<file path="config.mk">
export PLATFORM = sky130hd
export DESIGN_NAME = mem_master
export DESIGN_NICKNAME = d
export VERILOG_FILES = /design/src/rtl/mem_master.sv
export SDC_FILE = /design/constraint.sdc
export NUM_CORES = 1
export LEC_CHECK = 0
export ABC_AREA = 1
export BUFFER_PORTS_ARGS = -buffer_cell sky130_fd_sc_hd__buf_2
export CELL_PAD_IN_SITES_DETAIL_PLACEMENT = 0
export CELL_PAD_IN_SITES_GLOBAL_PLACEMENT = 1
export CORE_AREA = 2 2 93 95
export CTS_BUF_LIST = sky130_fd_sc_hd__clkbuf_8
export CTS_CLUSTER_SIZE = 16
export DETAILED_ROUTE_END_ITERATION = 16
export DIE_AREA = 0 0 95 97
export PLACE_DENSITY = 0.83
export SLEW_MARGIN = 0
export SYNTH_ARGS = -nofsm -noshare
export SYNTH_HDL_FRONTEND = slang
export SYNTH_SLANG_ARGS = --single-unit
</file>
<file path="constraint.sdc">
create_clock -name clk -period 1.65 [get_ports clk]
set_clock_uncertainty 0.15 [all_clocks]
set_input_delay 0.33 -clock clk [delete_from_list [all_inputs] [get_ports clk]]
set_output_delay 0.33 -clock clk [all_outputs]
set_load 0.02 [all_outputs]
</file>
<file path="src/rtl/mem_master.sv">
// rtl/mem_master.sv - request sequencer for the 16-bit synchronous memory (optional MEM_MASTER_WRITE_VERIFY_EN)
module mem_master #(
  parameter int ADDR_WIDTH = 16,
  parameter int DATA_WIDTH = 16
) (
  input  logic                  clk,
  input  logic                  reset,
  input  logic                  req_valid,
  output logic                  req_ready,
  input  logic                  req_write,
  input  logic [ADDR_WIDTH-1:0] req_addr,
  input  logic [DATA_WIDTH-1:0] req_wdata,
  output logic                  rsp_valid,
  output logic                  rsp_write,
  output logic [DATA_WIDTH-1:0] rsp_rdata,
  output logic [ADDR_WIDTH-1:0] mem_address,
  output logic                  mem_read_write,
  output logic                  mem_enable,
  output logic                  mem_output_en,
  output logic [DATA_WIDTH-1:0] mem_wdata,
  input  logic [DATA_WIDTH-1:0] mem_rdata,
  output logic                  verify_err,
  input  logic                  clear_err
);

  typedef enum logic [2:0] {IDLE, WR, RD_ADDR, RD_DATA, RESP} state_t;

  state_t                state, state_next;
  logic                  write_q;
  logic [ADDR_WIDTH-1:0] addr_q;
  logic [DATA_WIDTH-1:0] wdata_q;
  logic [DATA_WIDTH-1:0] rdata_q;
  logic                  accept;

  assign accept    = req_valid && (state == IDLE);
  assign rsp_rdata = rdata_q;

  always_ff @(posedge clk) begin
    if (!reset) begin
      state   <= IDLE;
      write_q <= 1'b0;
      addr_q  <= '0;
      wdata_q <= '0;
      rdata_q <= '0;
    end else begin
      state <= state_next;
      if (accept) begin
        write_q <= req_write;
        addr_q  <= req_addr;
        wdata_q <= req_wdata;
      end
      // Memory output is only guaranteed valid here, one cycle after the read edge
      if (state == RD_DATA)
        rdata_q <= mem_rdata;
    end
  end

  always_comb begin
    state_next     = state;
    req_ready      = 1'b0;
    rsp_valid      = 1'b0;
    rsp_write      = 1'b0;
    mem_address    = '0;
    mem_read_write = 1'b0;
    mem_enable     = 1'b0;
    mem_output_en  = 1'b0;
    mem_wdata      = '0;
    if (state != IDLE)
      mem_address = addr_q;
    case (state)
      IDLE: begin
        req_ready = 1'b1;
        if (req_valid)
          state_next = req_write ? WR : RD_ADDR;
      end
      WR: begin
        mem_enable = 1'b1;
        mem_wdata  = wdata_q;
`ifdef MEM_MASTER_WRITE_VERIFY_EN
        state_next = RD_ADDR;
`else
        state_next = RESP;
`endif
      end
      RD_ADDR: begin
        mem_enable     = 1'b1;
        mem_read_write = 1'b1;
        mem_output_en  = 1'b1;
        state_next     = RD_DATA;
      end
      RD_DATA: begin
        mem_enable     = 1'b1;
        mem_read_write = 1'b1;
        mem_output_en  = 1'b1;
        state_next     = RESP;
      end
      RESP: begin
        rsp_valid  = 1'b1;
        rsp_write  = write_q;
        state_next = IDLE;
      end
      default: state_next = IDLE;
    endcase
  end

`ifdef MEM_MASTER_WRITE_VERIFY_EN
  logic err_q;

  // A mismatch on the same edge as clear_err keeps the flag set
  always_ff @(posedge clk) begin
    if (!reset)
      err_q <= 1'b0;
    else if ((state == RD_DATA) && write_q && (mem_rdata != wdata_q))
      err_q <= 1'b1;
    else if (clear_err)
      err_q <= 1'b0;
  end

  assign verify_err = err_q;
`else
  logic unused_clear_err;
  assign unused_clear_err = clear_err;
  assign verify_err       = 1'b0;
`endif

endmodule

</file>
* Yosys cells after proc, flatten, opt, wreduce, memory -nomap -nowiden
Cells that the tools add are included.
Word-level totals: bits in registers 52, bits of input ports 53, output and inout bits 55, logic and storage cells 26
Operators by class: equality and inequality tests 5, mux-type cells 10, reduce and logical (&&, ||, !) cells 6
Operators by type and width (number):
- $mux W16 | 2
- $pmux W3 S3 | 1
- $eq A3 B2 Y1 const B | 2
- $mux W1 | 5
- $reduce_or A2 Y1 | 2
- $eq A3 B1 Y1 const B | 1
- $eq A3 B3 Y1 const B | 1
- $logic_not A3 Y1 | 1
- $mux W3 | 1
- $reduce_bool A3 Y1 | 1
- $reduce_or A3 Y1 | 1
- $mux W2 | 1
- $ne A2 B2 Y1 const B | 1
- $logic_and A1 B1 Y1 | 1

* Depth between registers and ports, before layout
Gate-level depths: netlist of run 1.
word-level depth 3, depth in mapped cells 6, mapped depth without buffers 5

* Worst setup path before layout of run 1
Ideal clock, no wire load.
path type reg2out, from register state[0], to output mem_address[10], arrival 1237 ps, path slack -67 ps, cell stages (with the launch flop) 7, buffers on the path 2, cell sequence dfxtp_1 > nor2_1 > buf_4 > nand2_1 > inv_2 > buf_4 > nor2_1
On the way: word-level cells in the longest chain between the ends 2
RTL lines:
- start: declaration | RTL line 28 | state_t state, state_next;
- start signal: assignment | RTL line 46 | state <= state_next;
- $reduce_bool A3 Y1 | RTL line 68 | if (state != IDLE)
- $mux W16 | RTL line 68
- end: declaration | RTL line 16 | output logic [ADDR_WIDTH-1:0] mem_address,
Every way passes these cells.

* Worst setup path after layout of run 1
from register state[0], to output rsp_write
On the way: word-level cells in the longest chain between the ends 2
RTL lines:
- $eq A3 B3 Y1 | RTL line 70 | case (state)
- $mux W1 | RTL line 70
- end: declaration | RTL line 14 | output logic rsp_write,
Every way passes these cells.

==> results of run 1 <==
-- per-layer routing --
layer,up-vias,wire length (um),GRT usage
met5,-,0,0
met4,0,45,0.0368
met3,7,404,0.0350
met2,83,3300,0.242
met1,1169,3180,0.181
li1,1403,-,-
-- power breakdown --
| group | internal (mW) | switching (mW) | total, mW |
|---|---|---|---|
| logic | 0.359 | 0.582 | 0.941 |
| clock network | 0.332 | 0.422 | 0.754 |
| registers | 1.37 | 0.0356 | 1.40 |
-- worst max-delay path, cell delays in order (launching register included) --
cell and delay [ns]:
sky130_fd_sc_hd__dfxtp_2 0.37, sky130_fd_sc_hd__buf_4 0.16, sky130_fd_sc_hd__nor4_4 0.29, sky130_fd_sc_hd__buf_4 0.19
-- state kept, by name (all words and copies together), names as in the netlist --
| signal | flops |
|---|---|
| addr_q | 16 |
| rsp_rdata | 16 |
| state | 3 |
| wdata_q | 16 |
| write_q | 1 |
-- per-stage QoR --
step	util	std cells	worst slack, ns	cell area, sq um	power, mW
floorplan	-	412	-0.0670	2550	1.98
global placement	0.393	610	0.134	3200	2.21
detailed placement	0.393	610	0.122	3200	2.22
CTS	0.411	618	-0.145	3340	3.00
global route	0.441	622	-0.197	3590	3.30
finish	0.441	622	-0.144	3590	3.10
-- cell type report --
| class | instances | area [sq um] | share of cell area |
|---|---|---|---|
| Timing Repair Buffer | 122 | 801 | 0.223 |
| Clock buffer | 6 | 82.6 | 0.0230 |
| Tap cell | 105 | 131 | 0.0366 |
| Sequential cell | 52 | 1040 | 0.291 |
| Multi-Input combinational cell | 230 | 1110 | 0.308 |
| Timing Repair inverter | 1 | 16.3 | 0.00453 |
| Clock inverter | 2 | 7.51 | 0.00209 |
| Inverter | 104 | 400 | 0.111 |
-- cells in the final DEF (no fill, tap or decap), types with 3 or more instances in the layout --
cell type                  instances
sky130_fd_sc_hd__nand2_1          68
sky130_fd_sc_hd__buf_2            74
sky130_fd_sc_hd__dfxtp_2           3
sky130_fd_sc_hd__o21ai_0          19
sky130_fd_sc_hd__nor2_1           79
sky130_fd_sc_hd__inv_1           102
sky130_fd_sc_hd__dfxtp_1          49
sky130_fd_sc_hd__buf_6             8
sky130_fd_sc_hd__nor2_4            5
sky130_fd_sc_hd__clkbuf_8          6
sky130_fd_sc_hd__buf_4            36
sky130_fd_sc_hd__nand4_1          33
sky130_fd_sc_hd__nor2_2           17
-- repair_timing --
item / in CTS / in global routing
buffers inserted: 0 / 3
setup endpoints to repair: 37 / 38
pin swaps: 0 / 1
resized for setup: 20 / 71
cloned: 0 / 1
-- worst min-delay path by stage --
stage	start	end	depth (start not counted)
6_report	mem_rdata[0]	rsp_rdata[0]$_SDFFE_PN0N_	3
4_1_cts	mem_rdata[12]	rsp_rdata[12]$_SDFFE_PN0N_	3
5_1_grt	mem_rdata[6]	rsp_rdata[6]$_SDFFE_PN0N_	3
3_5_place_dp	rsp_rdata[1]$_SDFFE_PN0N_	rsp_rdata[1]$_SDFFE_PN0N_	2
2_1_floorplan	addr_q[10]$_SDFFE_PN0P_	addr_q[10]$_SDFFE_PN0P_	4
3_3_place_gp	rsp_rdata[15]$_SDFFE_PN0N_	rsp_rdata[15]$_SDFFE_PN0N_	2
-- kinds of logic (layout without fill, tap and decap cells) --
logic type / after synthesis / in the layout / synth area share
DFF: 52 / 52 / 0.409
other: 1 / 1 / 0.00147
buffers and inverters: 130 / 235 / 0.203
AOI/OAI and AO/OA: 19 / 19 / 0.0373
and+or+nand+nor: 210 / 210 / 0.349
-- cells in the mapped netlist (all sizes together) --
master | instances | share of area
clkbuf | 10 | 0.015
nor3 | 1 | 0.0020
dfxtp | 52 | 0.41
inv | 104 | 0.15
nor2 | 101 | 0.15
nand2 | 71 | 0.10
o21ai | 19 | 0.037
nand4 | 33 | 0.081
conb | 1 | 0.0015
nor4 | 1 | 0.0025
nand3 | 3 | 0.0098
buf | 16 | 0.035
==> results.txt, run 1 <==
- Standard-cell row count: 33
- Buffers inserted during clock tree synthesis total 5.
- After detailed routing, the average wire length per cell comes to between 10 and 15 um.
- Unique cell type count in the Yosys netlist: 16
- Of the cells placed in the final design, the portion with a size suffix greater than 1 is 0.319.
* Die width: 95 um
- Crit path capture type: output port
- The checks that failed: negative setup slack.
- Final hold analysis gives a worst-case slack of between 0.1 and 0.15 ns.
* Final global-route overflow total: 0
- The number of antenna diodes in the final layout is 0.
- Clock tree root buffer cell: sky130_fd_sc_hd__clkbuf_8
- Buffer depth of the longest clock path: 2
- In this run the power density over the cells is roughly 860 mW/mm^2.
* Antenna-violating nets left: 0
* Final critical delay including setup and external delays: between 1.5 and 2 ns
- When the netlist entered floorplanning its net count stood at about 470.
- Later-pin clock latency in the skew report: approximately 0.30 ns
- Result of the run: finished, violations left
- CTS H-tree lvls: 2
* Final-report hold violation count: 0
- Setup violations remaining at the end of the flow were counted as 35.
* Input/output buffers: between 100 and 150
* Register-to-Register Setup Slack: 0.17 ns
- Via count: around 2.7k
* Sum of negative setup slack: -2.43 ns
* Worst r2r dst: addr_q[9]$_SDFFE_PN0P_
* Routed via count divided by cell count: ~4.3
- In this run the worst setup path terminates at rsp_write.
- CTS sink cnt: 52
* Origin of the critical flop-to-flop path: state[0]$_SDFFE_PN0P_
- The initial utilization of the core area, before any placement, comes to 0.313.
* F_max: ~0.56 GHz
* Startpoint Class: flip-flop
- TritonCTS clock tree: done
* First-pass GRT wire length: roughly 11000 um
* Post-cts hold buffer count: 0
* Arrival time at the worst endpoint: around 1.3 ns
- Avg Inst Size Synth: 6.18 sq um
- In this run the vertical extent of the chip is 97 um.
- IR analysis of the VDD net gives a maximum drop of about 0.4 mV.
- Pre-antenna DRT Iters: 4
* HP Class: in2reg
- During I/O placement, the number of pins put on the boundary was approximately 110.
- Critical path class: reg2out
- Synthesis produced approximately 400 cells.
* Drc violations: 0
* Leakage power of the design: 2.03 nW
* Synthesized area: about 0.0025 sq mm
* Initial DRC Count: slightly above 70
- Wires add up to about 6900 um.
* Number of antenna violations at the first check in global routing: 0
- Worst-path fanout max: 4
- In the global route stage, overall resource usage came out at 0.143.
- The total count of max-transition violations in the final report was 0.
* Clock transition at the registers of the reported paths: 0.10 ns
- Max-cap violations in this run came to 0.
- Unrepaired setup endpoints after global routing: yes
- Synthesis inferred 52 register bits.
- Origin of the worst setup path: state[0]$_SDFFE_PN0P_
* Final WS setup: -0.144 ns
* Ratio of final minimum period to clock period: 1.09
- At the worst endpoint, the required time is approximately 1.2 ns.
- Nets@finish: about 570
- The die covers 0.00922 sq mm.
- After filler insertion, the fill cell instance count of the layout stands at slightly below 900.
- In this run the standard cell core region covers between 0.008 and 0.009 sq mm.
- After legalization and detailed placement, the total HPWL measured approximately 4500 um.
- Sequential element share of the synthesized area: 0.409
- Entering global routing, the biggest net connects 52 pins.
- Via count of the first global-routing pass: ~2.4k
- Area Overhead vs Synth: 41.0%
- Yosys Warn Count: 0
- Reg2Reg Depth: 8
- At the end of routability-driven placement, the weighted congestion stood at about 0.73.
No activity file was read; power rests on OpenSTA's default activity.
==> inputs of run 2 (changes only) <==
- CORE_AREA: 2 2 93 95 -> 2 2 85 103
- DIE_AREA: 0 0 95 97 -> 0 0 87 105
==> run 2 against run 1 <==
  * The flow still finishes with violations (negative setup slack)
  * Utilization rose by 3.5 points
  * Via count rose by 2.6%
  * Die area fell by 0.87%
  * Flip-flop and latch count did not move
  * First-iteration DRC count fell by 6.9%
  * Final cell count fell by 0.80%
  * Critical endpoint is now mem_address[1]
  * Largest power group unchanged
==> results.txt, run 2 (same netlist as run 1, synthesis figures left out) <==
- The initial antenna violation count came to 0.
* Core Box Area: between 0.008 and 0.009 sq mm
* Pin count of the biggest net entering global routing: 52
* Logic gate share of total power: 0.303
* Post-layout power: ~3.4 mW
- Boundary pin count: between 100 and 150
* Area of placed instances: 0.00319 sq mm
- In this run the clock root is driven by a sky130_fd_sc_hd__clkbuf_8.
* Proportion of layout cells with a drive suffix above 1: 0.333
- The critical path starts at state[2]$_SDFFE_PN0P_.
* Pre-antenna DRT Iters: 4
- Number of max-cap violations: 0
- The clock tree synthesis step divided the H-tree into 2 levels.
- Clock-pin slew was measured on the worst setup and hold paths at around 0.10 ns.
- In the finished design, the share of the clock period the worst path needs comes to 1.06.
- Setup violations remaining at the end of the flow were counted as 37.
- In this run the most critical hold path is launched from mem_rdata[5].
- Final-report hold violation count: 0
- In this run the critical register-to-register path is launched from state[1]$_SDFFE_PN0P_.
- Of the total power, registers draw 0.413.
* Nets@finish: about 570
- Routed via count divided by cell count: about 4.4
- Leakage power of the design: around 2.1 nW
- Routability cong.: 0.737
* Peak supply drop: 0.540 mV
* Power density over the cells: roughly 900 mW/mm^2
* Final WS setup: -0.0957 ns
- The critical path contains buffers and inverters numbering 2 combined.
* Commonest non-fill, non-tap cell in the layout: sky130_fd_sc_hd__inv_1
- Failing checks: negative setup slack
* F_max: 0.573 GHz
- Max stage delay cell, worst path: sky130_fd_sc_hd__dfxtp_4
- Crit path capture type: output port
- Switching share of total power: 0.320
- In this run the worst hold path is classified as in2reg.
- Initial cell density of the core: 0.316
* Routed wire length: about 7000 um
* Area of all placed cells without fillers: ~0.0038 sq mm
* Share of power burned in the clock network: 0.284
- The total count of max-transition violations in the final report came to 0.
- Post-detailed-route wirelength per cell: 11.3 um
- The detailed router placed roughly 2.7k vias in this run.
- Across every metal layer, demand over resource in global routing totals 0.147.
- Internal power comes to between 2 and 2.5 mW.
* Die width: around 87 um
* Detailed placer's ending HPWL: 4500 um
* Crit path max-delay family: flip-flops
* Final critical delay including setup and external delays: 1.75 ns
* Leading cell types in the layout, fill and taps excluded: sky130_fd_sc_hd__inv_1 (100), sky130_fd_sc_hd__nor2_1 (79), sky130_fd_sc_hd__buf_2 (73), sky130_fd_sc_hd__nand2_1 (67), sky130_fd_sc_hd__dfxtp_1 (49)
- First-pass GRT wire length: roughly 11000 um
* CP required: ~1.2 ns
- Clock tree synthesis inserted a total of 5 buffers.
* Unrepaired setup endpoints after global routing: yes
* Area of the die: 0.00914 sq mm
- The critical path is of the reg2out type.
* Sw power: approximately 1.1 mW
* Arrival time at the worst endpoint: between 1 and 1.5 ns
- In this run the worst path has a maximum fanout of 9.
- TritonCTS clock tree: done
- The critical path goes through nor2_4 -> nand2_4 -> inv_8 -> nor2_1 -> buf_4.
* Area Overhead vs Synth: 50.9%
- The run finished, with violations left.
- Initial DRC Count: between 60 and 70
- Row generation in the floorplan step produced 36 rows.
- In the routed design, unresolved DRC markers number 0.
* Later-pin clock latency in the skew report: 0.31 ns
* Antenna-violating nets left: 0
* Buffer depth of the longest clock path: 2
- Summed over all layers, the global routing overflow is 0.
- STA classifies the critical path startpoint as a flip-flop.
- Port buffering added approximately 110 buffers.
- CTS sink cnt: 52
- Worst slack, placed: between 0.1 and 0.15 ns
- The number of global-route vias before repair is between 2k and 2.5k.
- Diode insertion count for antenna repair: 0
* DIE HEIGHT: 105 um
- Worst stage delay on the critical path: between 0.3 and 0.4 ns
## run 2: cell count changes in the layout (fill, tap and decap cells not counted), moves of 14 or more
cell                     delta
sky130_fd_sc_hd__buf_6     +20
sky130_fd_sc_hd__nor2_2    -15
sky130_fd_sc_hd__nor2_4    +15
sky130_fd_sc_hd__buf_4     -14
## run 2: final cells by class
| class | count | area [sq um] |
|---|---|---|
| clock buffer | 7 | 96.3 |
| clock inverter | 1 | 30.0 |
| fill | 850 | 4220 |
| inverter | 104 | 403 |
| multi-input combinational | 230 | 1210 |
| sequential | 52 | 1050 |
| tap | 95 | 119 |
| timing repair buffer | 127 | 926 |
| timing repair inverter | 1 | 11.3 |
## run 2: stage by stage
stage	utilization	std cells	hold WS, ns	setup TNS (ns)
final	0.477	617	0.118	-2.41
after floorplan	-	412	0.342	-0.603
after CTS	0.430	613	0.111	-2.67
after global routing	0.477	617	0.127	-4.21
after global placement	0.396	601	0.308	0
after detailed placement	0.396	601	0.319	0
## run 2: layer usage
| metal | up-vias | share of wire | track usage |
|---|---|---|---|
| met5 | - | 0 | 0 |
| met1 | 1236 | 0.44 | 0.173 |
| li1 | 1420 | - | - |
| met3 | 6 | 0.051 | 0.0284 |
| met4 | 0 | 0.0099 | 0.0391 |
| met2 | 70 | 0.50 | 0.264 |
## run 2: worst paths after layout
path / to / slack [ns] / cells after the start
worst max register to register: wdata_q[0]$_SDFFE_PN0P_ / 0.12 / 7
worst max-delay path: mem_address[1] / -0.1 / 5
worst min register to register: rsp_rdata[3]$_SDFFE_PN0N_ / 0.33 / 2
worst min-delay path: rsp_rdata[5]$_SDFFE_PN0N_ / 0.12 / 3
## run 2: power groups by stage
stage | clock network (mW) | logic [mW] | registers [mW]
3_3_place_gp | 0 | 0.787 | 1.42
2_1_floorplan | 0 | 0.541 | 1.44
6_report | 0.960 | 1.03 | 1.40
3_5_place_dp | 0 | 0.798 | 1.43
4_1_cts | 0.993 | 0.857 | 1.40
5_1_grt | 1.04 | 1.15 | 1.41
## run 2: timing repair
action / CTS / global route
gates resized for setup: 41 / 96
buffers inserted: 3 / 5
gates cloned: 1 / 1
hold buffers: 0 / 0
endpoints found under the setup margin: 38 / 68
## run 2: worst min-delay path: stages
cell                      delay (ns)
sky130_fd_sc_hd__buf_2          0.07
sky130_fd_sc_hd__o21ai_0        0.07
sky130_fd_sc_hd__nor2_1         0.07
==> inputs of run 3 (changes only) <==
- CELL_PAD_IN_SITES_DETAIL_PLACEMENT: 0 -> not set
- CELL_PAD_IN_SITES_GLOBAL_PLACEMENT: 1 -> not set
- CORE_AREA: 2 2 85 103 -> 2 2 69 84
- DIE_AREA: 0 0 87 105 -> 0 0 71 86
- PLACE_DENSITY: 0.83 -> 0.84
==> run 3 against run 2 <==
  * The run still ends with negative setup slack left
  * Die area down 33%
  * Hold slack better by 0.0057 ns
  * Total power down 11%
  * Critical path depth unchanged
  * Count of clock-buffer cells in the layout down 2
  * Combinational power down 9%
  * Global-route usage up 7.5 points
  * Sequential share of layout area up 2.3 points
  * Sequential power about the same
  * Flip-flop and latch count unchanged
  * Highest routed layer unchanged
==> results.txt, run 3 (same netlist as run 1, synthesis figures left out) <==
- The flow ran to the end, but the final reports show violations.
* Failing checks: negative setup slack
- Leaving out fill and tap cells, the most frequent cell in the layout is sky130_fd_sc_hd__inv_1.
* Peak supply drop: roughly 0.54 mV
- In this design, the stage delay of the slowest critical-path cell is 0.38 ns.
* Routed wire length: 6770 um
* Initial cell density of the core: 0.484
- For this run the aggregate overflow at the end of global routing stands at 0.
- Input/output buffers: 105
- The repair_antennas step left the layout with diodes totalling 0.
- Worst path buffer plus inverter count: 3
- Critical path class: reg2out
- The die is 71 um wide.
* Unrepaired setup endpoints after global routing: yes
- Boundary pin count: 108
* Worst-path fanout max: 8
* Register-to-Register Setup Slack: about 0.13 ns
- STA classifies the critical path startpoint as a flip-flop.
* Sum of negative setup slack: -4.37 ns
* Origin of the critical flop-to-flop path: state[0]$_SDFFE_PN0P_
- Leaving out fill and tap cells, the most frequent cells in the layout are sky130_fd_sc_hd__inv_1 (101), sky130_fd_sc_hd__nor2_1 (89), sky130_fd_sc_hd__buf_2 (78), sky130_fd_sc_hd__nand2_1 (67), sky130_fd_sc_hd__dfxtp_1 (49).
- After layout, the worst setup slack is -0.168 ns.
- The worst setup path is captured at an output port.
- For this run, design rule violations remaining after detail routing come to 0.
- The clock drives between 50 and 60 sinks.
- HP Class: in2reg
- Switching share of total power: 0.333
* Clock tree root buffer cell: sky130_fd_sc_hd__clkbuf_8
- The analysis attributes to cell leakage a power of slightly above 2 nW.
- Walking the worst path, the cells encountered are buf_4 -> nand3_2 -> buf_6 -> nor2_1 -> buf_4.
* Total setup violations reported at the end of the flow: 37
- At the later pin of the worst-skew pair, clock insertion delay measures 0.30 ns.
* Area of placed instances: 0.00314 sq mm
- In this run the most critical hold path is launched from mem_rdata[3].
- Portion of total power attributed to sequential cells: 0.464
- Ratio of final minimum period to clock period: 1.10
* Reg2Reg Depth: 8
* CTS H-tree lvls: 2
* Nets@finish: around 580
- CTS Buf Count: 5
* Worst slack on hold paths: between 0.1 and 0.15 ns
- Worst slack, placed: between 0.1 and 0.15 ns
- Power density over the cells: approximately 850 mW/mm^2
- For hold timing, the worst endpoint is rsp_rdata[3]$_SDFFE_PN0N_.
* Detailed placer's ending HPWL: approximately 4400 um
- The first detailed-routing pass ran for 4 iterations.
- At the end of routability-driven placement, the weighted congestion stood at 0.775.
* F_max: around 0.55 GHz
- The slowest stage of the critical path is the sky130_fd_sc_hd__dfxtp_4 cell.
* Proportion of layout cells with a drive suffix above 1: 0.314
- Once detail routing completed, the nets flagged for antenna violations numbered 0.
- Standard-cell row count: 29
- Internal power of the cells: 2.01 mW
- The first global-routing pass estimated 11100 um of wire.
- Routed via count divided by cell count: around 4.7
* DIE HEIGHT: 86 um
* Crit path max-delay family: buffers and inverters
- The share of total power dissipated in the clock network is 0.225.
- Global-route usage over all layers: 0.222
* Area Overhead vs Synth: 39.1%
* Max-slew violation total from the final report: 0
* Buffer depth of the longest clock path: 2
- Initial DRC Count: about 120
- The final number of hold-violating endpoints was 0.
- Pin count of the biggest net entering global routing: 24
- Area occupied by multi-input gates: between 0.001 and 0.0015 sq mm
- The detailed router placed 2769 vias in this run.
* TritonCTS clock tree: done
- After layout, the minimum clock period comes to around 1.8 ns.
- Number of filler cells placed in the layout: approximately 470
- Counting stages on the worst path, the most repeated cell is sky130_fd_sc_hd__buf_4.
- Via count of the first global-routing pass: about 2.7k
- Area of all placed cells without fillers: between 0.003 and 0.004 sq mm
- The region available for standard cell placement spans around 0.0053 sq mm.
- In this run the power spent charging and discharging nets is 1.00 mW.
* Number of antenna violations at the first check in global routing: 0
- Worst r2r dst: wdata_q[5]$_SDFFE_PN0P_
* Arrival time at the worst endpoint: 1.34 ns
* Hold Path Depth: 3
* CP required: between 1 and 1.5 ns
* Reg area: around 0.0010 sq mm
- Of the total power, combinational logic draws 0.311.
- Area of the die: just over 0.006 sq mm
* Clock transition at the registers of the reported paths: ~0.090 ns
- Across the run, the number of max-cap violations was 0.
- In the final routed layout, each cell accounts on average for about 12 um.
==> run 3: changes by cell type in the layout (fill, tap and decap cells not counted), moves of 5 or more <==
cell,before,now
sky130_fd_sc_hd__buf_2,73,78
sky130_fd_sc_hd__buf_4,22,35
sky130_fd_sc_hd__buf_6,28,15
sky130_fd_sc_hd__nor2_1,79,89
sky130_fd_sc_hd__nor2_4,20,6
==> run 3: area by class of cell <==
cell class              count  area share
multi-input cells         230       0.310
flip-flops and latches     52       0.296
repair buffers            129       0.236
inverters                 104       0.112
well taps                  62      0.0219
clock buffers               5      0.0194
clock inverters             2     0.00247
repair inverters            1     0.00212
==> run 3: worst min-delay path, delay by kind of cell <==
| kind | cells | cell delay, ns |
|---|---|---|
| AO/OA/AOI/OAI | 1 | 0.07 |
| buffers and inverters | 1 | 0.07 |
| AND/OR/NAND/NOR | 1 | 0.07 |
==> run 3: metrics by stage <==
stage / utilization / cells / power, mW
finish: 0.673 / 585 / 3.01
global route: 0.673 / 585 / 3.21
CTS: 0.645 / 583 / 2.96
floorplan: - / 412 / 1.98
detailed placement: 0.597 / 568 / 2.20
global placement: 0.597 / 568 / 2.18
==> run 3: per-layer routing <==
layer / up-vias / part of all wire / global-route usage
met5: - / 0 / 0
met4: 0 / 0.017 / 0.0858
met3: 14 / 0.073 / 0.0423
met2: 114 / 0.52 / 0.415
met1: 1220 / 0.39 / 0.244
li1: 1421 / - / -
==> run 3: how the worst max path moves through the flow <==
stage                           from               to  slack, ns  cells after the start
2_1_floorplan  state[0]$_SDFFE_PN0P_  mem_address[10]      -0.07                      6
3_3_place_gp   state[2]$_SDFFE_PN0P_   mem_read_write       0.12                      5
3_5_place_dp   state[2]$_SDFFE_PN0P_   mem_read_write       0.12                      5
4_1_cts        state[0]$_SDFFE_PN0P_   mem_address[6]      -0.11                      5
5_1_grt        state[0]$_SDFFE_PN0P_  mem_address[12]      -0.22                      5
6_report       state[0]$_SDFFE_PN0P_    mem_wdata[10]      -0.17                      5
==> run 3: repair_timing <==
action                     in CTS  in global routing
setup buffers                   5                  2
setup endpoints to repair      37                 49
hold buffers                    0                  0
resized for setup              43                 38
pin swaps                       1                  4
cloned                          3                  0
==> run 3: power groups by stage <==
stage               Clock (mW)  Combinational, mW  Sequential, mW
finish                   0.678              0.938            1.40
global placement             0              0.762            1.42
detailed placement           0              0.778            1.43
CTS                      0.701              0.864            1.40
global route             0.748               1.06            1.41
floorplan                    0              0.541            1.44
